## config.mk

```make
export PLATFORM = sky130hd
export DESIGN_NAME = ex_muldiv
export DESIGN_NICKNAME = d
export VERILOG_FILES = /design/src/rtl/ex_muldiv_pkg.sv /design/src/rtl/ex_muldiv_core.sv /design/src/rtl/ex_muldiv.sv
export SDC_FILE = /design/constraint.sdc
export NUM_CORES = 1
export LEC_CHECK = 0
export BUFFER_PORTS_ARGS = -buffer_cell sky130_fd_sc_hd__buf_2
export CAP_MARGIN = 5
export CORE_MARGIN = 8
export CORE_UTILIZATION = 60
export DETAILED_ROUTE_END_ITERATION = 8
export PLACE_DENSITY = 0.81
export SYNTH_ARGS = -nofsm -noshare
export SYNTH_HDL_FRONTEND = slang
export SYNTH_SLANG_ARGS = --single-unit
```

## constraint.sdc

```tcl
create_clock -name clk -period 7.1 [get_ports clk]
set_input_delay 0 -clock clk [delete_from_list [all_inputs] [get_ports clk]]
set_output_delay 0 -clock clk [all_outputs]
set_load 0.005 [all_outputs]
```

## src/rtl/ex_muldiv_pkg.sv

```systemverilog
// Shared definitions for the M-extension execute unit: op codes, FSM states,
// forward-select encodings and per-op signedness helpers.
package ex_muldiv_pkg;

    typedef enum logic [2:0] {
        OP_MUL    = 3'b000,
        OP_MULH   = 3'b001,
        OP_MULHSU = 3'b010,
        OP_MULHU  = 3'b011,
        OP_DIV    = 3'b100,
        OP_DIVU   = 3'b101,
        OP_REM    = 3'b110,
        OP_REMU   = 3'b111
    } op_e;

    typedef enum logic [1:0] {
        S_IDLE = 2'b00,
        S_CALC = 2'b01,
        S_FIX  = 2'b10,
        S_DONE = 2'b11
    } state_e;

    localparam logic [1:0] FWD_EX_MEM = 2'b10;
    localparam logic [1:0] FWD_MEM_WB = 2'b01;

    // Context kept from acceptance to the FIX cycle.
    typedef struct packed {
        op_e  op;
        logic neg_a;
        logic neg_b;
    } op_ctx_t;

    function automatic logic op_a_signed(op_e op);
        return (op == OP_MUL) || (op == OP_MULH) || (op == OP_MULHSU) ||
               (op == OP_DIV) || (op == OP_REM);
    endfunction

    function automatic logic op_b_signed(op_e op);
        return (op == OP_MUL) || (op == OP_MULH) || (op == OP_DIV) || (op == OP_REM);
    endfunction

endpackage

```

## src/rtl/ex_muldiv_core.sv

```systemverilog
// Iterative unsigned datapath: shift-add multiply or restoring divide on
// magnitudes, one bit per cycle, plus the step counter.
module muldiv_core #(
    parameter int XLEN = 32
) (
    input  logic              clk,
    input  logic              rst_n,
    input  logic              start_i,
    input  logic              step_i,
    input  logic              is_div_i,
    input  logic [XLEN-1:0]   a_mag_i,
    input  logic [XLEN-1:0]   b_mag_i,
    output logic              last_o,
    output logic [2*XLEN-1:0] acc_o
);
    localparam int CW = $clog2(XLEN) + 1;

    logic [2*XLEN-1:0] acc_q, acc_d;
    logic [XLEN-1:0]   opnd_q, opnd_d;
    logic [CW-1:0]     cnt_q, cnt_d;
    logic              div_q, div_d;
    logic [XLEN:0]     addend, mul_sum, shifted, trial;

    // Multiply: product builds in the upper half while the multiplier shifts
    // out of the lower half. Divide: upper half is the partial remainder,
    // lower half collects quotient bits.
    always_comb begin
        addend  = acc_q[0] ? {1'b0, opnd_q} : '0;
        mul_sum = {1'b0, acc_q[2*XLEN-1:XLEN]} + addend;
        shifted = {acc_q[2*XLEN-1:XLEN], acc_q[XLEN-1]};
        trial   = shifted - {1'b0, opnd_q};
        acc_d   = acc_q;
        opnd_d  = opnd_q;
        cnt_d   = cnt_q;
        div_d   = div_q;
        if (start_i) begin
            acc_d  = {{XLEN{1'b0}}, (is_div_i ? a_mag_i : b_mag_i)};
            opnd_d = is_div_i ? b_mag_i : a_mag_i;
            cnt_d  = '0;
            div_d  = is_div_i;
        end else if (step_i) begin
            cnt_d = cnt_q + 1'b1;
            if (div_q)
                acc_d = {(trial[XLEN] ? shifted[XLEN-1:0] : trial[XLEN-1:0]),
                         acc_q[XLEN-2:0], ~trial[XLEN]};
            else
                acc_d = {mul_sum, acc_q[XLEN-1:1]};
        end
    end

    always_ff @(posedge clk or negedge rst_n) begin
        if (!rst_n) begin
            acc_q  <= '0;
            opnd_q <= '0;
            cnt_q  <= '0;
            div_q  <= 1'b0;
        end else begin
            acc_q  <= acc_d;
            opnd_q <= opnd_d;
            cnt_q  <= cnt_d;
            div_q  <= div_d;
        end
    end

    assign last_o = (cnt_q == CW'(XLEN - 1));
    assign acc_o  = acc_q;

endmodule

```

## src/rtl/ex_muldiv.sv

```systemverilog
// M-extension execute unit: operand forwarding, control FSM, special-case
// short-cuts and final sign/half selection around the iterative core.
module ex_muldiv
    import ex_muldiv_pkg::*;
#(
    parameter int XLEN   = 32,
    parameter bit FWD_EN = 1'b1
) (
    input  logic            clk,
    input  logic            rst_n,
    input  logic            in_valid,
    output logic            in_ready,
    input  logic [2:0]      funct3,
    input  logic [XLEN-1:0] read_data_1,
    input  logic [XLEN-1:0] read_data_2,
    input  logic [1:0]      ForwardA,
    input  logic [1:0]      ForwardB,
    input  logic [XLEN-1:0] forwarding_EX_MEM,
    input  logic [XLEN-1:0] forwarding_MEM_WB,
    input  logic            flush,
    output logic            out_valid,
    output logic [XLEN-1:0] out_result,
    output logic            stall
);
    localparam logic [XLEN-1:0] MIN_NEG = {1'b1, {(XLEN-1){1'b0}}};

    state_e            state_q, state_d;
    op_ctx_t           ctx_q, ctx_d;
    logic [XLEN-1:0]   result_q, result_d;
    logic [XLEN-1:0]   op_a, op_b, a_mag, b_mag, special_res, fix_res;
    logic [2*XLEN-1:0] acc, prod_s;
    logic              accept, special, neg_a, neg_b, last, div_zero;
    op_e               op;

    if (FWD_EN) begin : g_fwd
        always_comb begin
            if (ForwardA == FWD_EX_MEM)      op_a = forwarding_EX_MEM;
            else if (ForwardA == FWD_MEM_WB) op_a = forwarding_MEM_WB;
            else                             op_a = read_data_1;
            if (ForwardB == FWD_EX_MEM)      op_b = forwarding_EX_MEM;
            else if (ForwardB == FWD_MEM_WB) op_b = forwarding_MEM_WB;
            else                             op_b = read_data_2;
        end
    end else begin : g_nofwd
        assign op_a = read_data_1;
        assign op_b = read_data_2;
    end

    assign op       = op_e'(funct3);
    assign neg_a    = op_a_signed(op) & op_a[XLEN-1];
    assign neg_b    = op_b_signed(op) & op_b[XLEN-1];
    assign a_mag    = neg_a ? -op_a : op_a;
    assign b_mag    = neg_b ? -op_b : op_b;
    assign div_zero = (op_b == '0);
    assign special  = funct3[2] &
                      (div_zero | (!funct3[0] && op_a == MIN_NEG && op_b == '1));
    // funct3[1] distinguishes REM* from DIV* within the divide group.
    assign special_res = div_zero ? (funct3[1] ? op_a : '1)
                                  : (funct3[1] ? '0 : op_a);
    assign accept   = in_valid & (state_q == S_IDLE) & ~flush;

    muldiv_core #(.XLEN(XLEN)) u_core (
        .clk      (clk),
        .rst_n    (rst_n),
        .start_i  (accept & ~special),
        .step_i   (state_q == S_CALC),
        .is_div_i (funct3[2]),
        .a_mag_i  (a_mag),
        .b_mag_i  (b_mag),
        .last_o   (last),
        .acc_o    (acc)
    );

    always_ff @(posedge clk or negedge rst_n) begin
        if (!rst_n) state_q <= S_IDLE;
        else        state_q <= state_d;
    end

    always_comb begin
        state_d = state_q;
        case (state_q)
            S_IDLE:  if (accept) state_d = special ? S_DONE : S_CALC;
            S_CALC:  if (flush) state_d = S_IDLE; else if (last) state_d = S_FIX;
            S_FIX:   state_d = flush ? S_IDLE : S_DONE;
            default: state_d = S_IDLE;
        endcase
    end

    always_comb begin
        in_ready  = (state_q == S_IDLE);
        out_valid = (state_q == S_DONE);
        stall     = rst_n & (accept | (state_q == S_CALC) | (state_q == S_FIX));
    end

    always_comb begin
        prod_s  = (ctx_q.neg_a ^ ctx_q.neg_b) ? -acc : acc;
        fix_res = '0;
        case (ctx_q.op)
            OP_MUL:                        fix_res = prod_s[XLEN-1:0];
            OP_MULH, OP_MULHSU, OP_MULHU:  fix_res = prod_s[2*XLEN-1:XLEN];
            OP_DIV, OP_DIVU:               fix_res = (ctx_q.neg_a ^ ctx_q.neg_b) ?
                                                     -acc[XLEN-1:0] : acc[XLEN-1:0];
            default:                       fix_res = ctx_q.neg_a ?
                                                     -acc[2*XLEN-1:XLEN] : acc[2*XLEN-1:XLEN];
        endcase
        ctx_d    = ctx_q;
        result_d = result_q;
        if (accept) ctx_d = '{op: op, neg_a: neg_a, neg_b: neg_b};
        if (accept && special)                  result_d = special_res;
        else if (state_q == S_FIX && !flush)    result_d = fix_res;
    end

    always_ff @(posedge clk or negedge rst_n) begin
        if (!rst_n) begin
            ctx_q    <= '{op: OP_MUL, neg_a: 1'b0, neg_b: 1'b0};
            result_q <= '0;
        end else begin
            ctx_q    <= ctx_d;
            result_q <= result_d;
        end
    end

    assign out_result = result_q;

endmodule

```

Word-level counts from Yosys, hierarchy flattened:

Index checks and enable logic that the tools add are counted.

* bits of input ports: 139
* output and inout port bits: 35
* bits in registers: 142
* logic and storage cells: 103

* bitwise gates (word level): 14
* add/subtract/negate cells: 8
* mux-type cells: 30
* eq/ne operators: 21
* reductions and logical operators: 21

Operators by type and width (number)
* $mux 32: 17
* $mux 64: 4
* $neg 32->32: 4
* $pmux 32 s3: 1
* $eq 32x32->1 const B: 2
* $neg 64->64: 1
* $add 32x33->33: 1
* $sub 33x32->33: 1
* $logic_not 32->1: 1
* $eq 3x3->1 const B: 4
* $mux 6: 2
* $mux 2: 5
* $eq 3x2->1 const B: 3
* $eq 2x2->1 const B: 4
* $and 1x1->1: 7
* $add 6x1->6 const B: 1
* $eq 2x1->1 const B: 3
* $eq 3x1->1 const B: 2
* $eq 6x5->1 const B: 1
* $logic_not 3->1: 2
* $logic_or 1x1->1: 6
* $pmux 2 s3: 1
* $logic_and 1x1->1: 4
* $reduce_bool 2->1: 2
* 10 further kinds: 15

Depth between registers and ports, before layout:

* word-level depth: 11
* depth in mapped cells: 19
* gate-level depth less buffers: 14

Hierarchy:

A second synthesis with hierarchy kept.

* cells, all modules: 2217
* area, all modules: 17794.6 sq um

By module, submodules not included
* muldiv_core: sequential area each 2577.5 sq um, cells an instance 1119, area each 9251.4 sq um, instances 1
* ex_muldiv: sequential area each 975.9 sq um, cells an instance 1098, area each 8543.2 sq um, instances 1

Worst setup path before layout:

Ideal clock, no wire load.

* path type: register to register
* start point: register u_core.acc_q[31], in the netlist u_core.acc_o[31]
* end point: register u_core.acc_q[50], in the netlist u_core.acc_o[50]
* required time: 6.980 ns
* library setup time: 0.120 ns
* slack: 3.264 ns
* stages on the path, launching flop included: 15
* period minus slack after synthesis: 3.836 ns
* arrival time: 3.716 ns
* buffers on the path: 1
* cell sequence: dfrtp_1 > inv_1 > ha_1 > fa_1 > nor2b_1 > o31ai_1 > a31oi_1 > a31oi_1 > o21a_1 > a31oi_1 > xor2_1 > clkbuf_1 > mux2i_1 > o22ai_1 > a31o_2

* cells in the longest elaborated chain, start to end: 5

RTL lines
* from (decl): line ex_muldiv_core.sv:18 `logic [2*XLEN-1:0] acc_q, acc_d;`
* from (signal assigned): line ex_muldiv_core.sv:53 `acc_q <= '0;`
* from (signal assigned): line ex_muldiv_core.sv:58 `acc_q <= acc_d;`
* $sub 33x32->33: line ex_muldiv_core.sv:31 `trial = shifted - {1'b0, opnd_q};`
* $mux 32: line ex_muldiv_core.sv:44 `acc_d = {(trial[XLEN] ? shifted[XLEN-1:0] : trial[XLEN-1:0]),`
* $mux 64: line ex_muldiv_core.sv:43 `if (div_q)`
* $mux 64: line ex_muldiv_core.sv:41 `end else if (step_i) begin`
* $mux 64: line ex_muldiv_core.sv:36 `if (start_i) begin`

Every way passes these cells. The select of a mux whose other input is x is not followed.
A chain may end at the register's enable or synchronous reset.

Final worst setup path:

* start point: register u_core.acc_q[31], in the netlist u_core.acc_o[31]
* end point: register u_core.acc_q[35], in the netlist u_core.acc_o[35]

Same word-level chain as after synthesis.

==> impl_metrics.env <==
export IMPL_outcome="finished, final reports clean"
export IMPL_drc=0
export IMPL_crit_required_ps=7390
export IMPL_critPathMaxFanout=35
export IMPL_synthFlopType="dfrtp_1"
export IMPL_vias_per_cell=6.652
export IMPL_core_area_mm2=0.02855
export IMPL_p_seq_share_pct=23.2
export IMPL_num_vias=18080
export IMPL_p_sw_mw=3.266
export IMPL_grt_usage_pct=34.76
export IMPL_final_nets=2532
export IMPL_reg2reg_from="u_core.acc_o[31]$_DFFE_PN0P_"
export IMPL_post_synth_top_area_fraction_pct=20.55
export IMPL_power_frac_clock_pct=13.9
export IMPL_tightest_slew_ps=1138
export IMPL_post_synth_inst_count=2273
export IMPL_async_reset_ff_share_pct=100.0
export IMPL_rsz0062_at_grt="false"
export IMPL_grt_pass1_wl_um=95610
export IMPL_crit_path_start="u_core.acc_o[31]$_DFFE_PN0P_"
export IMPL_cts_max_level=4
export IMPL_slowest_delay_ps=570
export IMPL_min_to="out_result[12]$_DFFE_PN0P_"
export IMPL_finalHoldViolCount=0
export IMPL_r2r_end="u_core.acc_o[35]$_DFFE_PN0P_"
export IMPL_die_w_um=185.8
export IMPL_fp_dieArea_mm2=0.03451
export IMPL_cts_buffer_depth=2
export IMPL_grt_max_degree=73
export IMPL_switching_share_pct=50.68
export IMPL_yosysSeqAreaShare_pct=20.55
export IMPL_areaGrowthSynthToFinish_pct=8.191
export IMPL_dp_hpwl_um=45960
export IMPL_hold_start="funct3[1]"
export IMPL_grt_pass1_vias=17620
export IMPL_layout_cells_non_filler=2718
export IMPL_ys_warn_count=0
export IMPL_crit_chain="inv_1, ha_1, fa_1, nor2b_1, o31ai_1, a31oi_1, a31oi_1, o21a_1, a31oi_1, xor2_4, buf_4, mux2_2, a21oi_1, o21ai_0"
export IMPL_layout_min_cycle_time_ps=4708
export IMPL_power_density_mw_per_mm2=344.5
export IMPL_diodes=0
export IMPL_die_y_um=185.8
export IMPL_critPathSlowestCell="dfrtp_1"
export IMPL_yosys_top_cells_area="dfrtp_1 21%, mux2i_1 13%, o21ai_0 5.8%, xnor2_1 5.7%, a21oi_1 5.5%"
export IMPL_synth_cell_type_count=84
export IMPL_max_cap_violations=0
export IMPL_n_fill_cell=2548
export IMPL_power_internal_mw=3.178
export IMPL_hold_slack_ps=111.9
export IMPL_synth_fp_nets=2484
export IMPL_synth_edf_count=0
export IMPL_fp_row_count=62
export IMPL_cts_resized=0
export IMPL_postSynthAreaPerCell_um2=7.607
export IMPL_p_total_mw=6.444
export IMPL_ir_worst_vdd_mv=0.2276
export IMPL_cts_sinks=142
export IMPL_r2r_cells=14
export IMPL_yosysTopAreaCell="dfrtp_1"
export IMPL_clock_fmax_mhz=212.4
export IMPL_cts_root_buf="clkbuf_16"
export IMPL_gp_congestion=0.9953
export IMPL_drive_gt1_share_pct=12.77
export IMPL_cts_tree="done"
export IMPL_endpoint_kind="flop"
export IMPL_hp_class="in -> reg"
export IMPL_dr_pass1_iters=8
export IMPL_timing_final_crit_share_pct=66.31
export IMPL_initial_utilization_pct=60.57
export IMPL_routed_wl_um=59760
export IMPL_cts_buffers=17
export IMPL_crit_arrival_ps=5000
export IMPL_holdPathStages=3
export IMPL_clkTransAtPathRegs_ps=80
export IMPL_utilization_pct=65.53
export IMPL_worst_setup_path_type="reg -> reg"
export IMPL_clock_skew_ps=15.92
export IMPL_netlist_area_mm2=0.01729
export IMPL_setup_tns_ps=0
export IMPL_drt_iter0_markers=2083
export IMPL_dp_cells=2682
export IMPL_p_comb_share_pct=62.8
export IMPL_num_io_pins=174
export IMPL_ant_nets=0
export IMPL_ys_seq_elements=142
export IMPL_relSlewSlack_pct=24.10
export IMPL_antenna_found_initial=2
export IMPL_cp_start_kind="flop"
export IMPL_setup_viol=0
export IMPL_wl_per_cell_um=21.99
export IMPL_p_leak_nw=8.340
export IMPL_final_max_slew_viol_count=0
export IMPL_crit_path_frequent_cell="a31oi_1"
export IMPL_gr_total_overflow=0
export IMPL_io_buffers=173
export IMPL_cts_setup_buffers=0
export IMPL_reg2reg_setup_slack_ps=2390
export IMPL_clock_latency_ps=450
stage by stage:
step | cell area, µm² | setup WS [ps]
2_1_floorplan | 17290 | 3264
3_3_place_gp | 18100 | 2508
3_5_place_dp | 18100 | 2469
4_1_cts | 18710 | 2443
5_1_grt | 18710 | 2141
6_report | 18710 | 2392
final cells by class:
class                      instances  area (µm²)  area share, %
inverter                          67       251.5          1.344
sequential                       142        3555          19.00
timing repair buffer             199        1082          5.785
multi-input combinational       1894       12770          68.25
clock inverter                    15       145.1         0.7758
tap                              384       480.5          2.568
clock buffer                      17       425.4          2.274
synthesized netlist by cell type, types with 6 or more instances:
cell / n
mux2i_1: 217
nand3_1: 49
nand3b_1: 6
xnor2_1: 112
nor2b_1: 18
ha_1: 70
o22ai_1: 26
xor2_1: 79
o221ai_1: 20
a221o_1: 8
buf_2: 24
inv_1: 65
nand2_1: 194
a31o_2: 12
buf_6: 7
dfrtp_1: 142
or3_1: 15
buf_4: 11
nand4_1: 24
nor4_1: 13
o21bai_1: 7
buf_1: 9
o31ai_1: 21
o211ai_1: 19
a21o_1: 39
nor3_1: 49
and2_1: 16
a31oi_1: 34
o21ai_1: 12
nand2b_1: 19
a211oi_1: 30
clkbuf_1: 119
or2_2: 11
or4_1: 12
nor2_1: 212
o21ai_0: 202
mux2_2: 31
a21oi_1: 191
o41ai_1: 10
o21a_1: 11
maj3_1: 13
and3_1: 8
a221oi_1: 7
worst max-delay path: cells and delay by family, from the launching register on:
family	cells	cell delay, ps
AOI/OAI and AO/OA	7	1840
xor gates and xnor gates	1	180
adders and majority gates	2	710
buffers and inverters	2	660
DFF	1	570
muxes	1	390
and+or+nand+nor	1	180
logic make-up (layout without fill, tap and decap cells):
logic type | after synthesis | count (layout) | synth area share [%]
AO/OA/AOI/OAI | 702 | 702 | 25.19
AND/OR/NAND/NOR | 668 | 668 | 18.10
multiplexers | 248 | 248 | 14.58
buffers and inverters | 237 | 298 | 5.861
XOR/XNOR | 191 | 191 | 9.674
flip-flops | 142 | 142 | 20.55
adder cells (fa/ha/maj) | 85 | 85 | 6.049
placed cells by master, fill, tap and decap left out, types with 17 or more instances in the layout:
| cell type | n |
|---|---|
| o211ai_1 | 19 |
| nand4_1 | 24 |
| inv_1 | 65 |
| dfrtp_1 | 141 |
| a21oi_1 | 191 |
| ha_1 | 70 |
| a31oi_1 | 34 |
| mux2i_1 | 217 |
| xor2_1 | 77 |
| nand2b_1 | 18 |
| nor3_1 | 49 |
| o221ai_1 | 20 |
| nand3_1 | 49 |
| o21ai_0 | 202 |
| xnor2_1 | 111 |
| nor2_1 | 212 |
| mux2_2 | 31 |
| nand2_1 | 194 |
| nor2b_1 | 17 |
| buf_2 | 170 |
| buf_4 | 24 |
| a21o_1 | 39 |
| o22ai_1 | 26 |
| a211oi_1 | 30 |
| clkbuf_16 | 17 |
| o31ai_1 | 21 |
layer usage:
metal  up-vias  wire length [µm]  track usage, %
met1      8438             24280           45.12
met2      1063             26530           54.28
met4         4              3177           18.74
met3       195              5740           6.344
met5         -                27               0
li1       8381                 -               -
how the worst max path moves through the flow:
stage	depth (start not counted)	to	slack, ps
after floorplan	14	u_core.acc_o[50]$_DFFE_PN0P_	3260
after global placement	14	u_core.acc_o[47]$_DFFE_PN0P_	2510
after detailed placement	14	u_core.acc_o[35]$_DFFE_PN0P_	2470
after CTS	14	u_core.acc_o[35]$_DFFE_PN0P_	2440
after global routing	14	u_core.acc_o[35]$_DFFE_PN0P_	2140
final	14	u_core.acc_o[35]$_DFFE_PN0P_	2390
state kept, by name, indices dropped and copies added, names as in the netlist:
name / flops
u_core.acc_o: 64
out_result: 32
u_core.opnd_q: 32
u_core.cnt_q: 6
ctx_q: 5
state_q: 2
u_core.div_q: 1
power groups by stage:
stage	clock [mW]	combinational, mW	sequential [mW]
2_1_floorplan	0	3.23	1.21
3_3_place_gp	0	3.85	1.48
3_5_place_dp	0	3.92	1.49
4_1_cts	0.903	3.96	1.47
5_1_grt	0.935	4.43	1.53
6_report	0.899	4.05	1.50
timing repair:
action                     in CTS  in global routing
hold buffers                    4                  0
hold endpoints to repair       73                  0
setup endpoints to repair       0                  0
Power figures use the tool's default switching activity.
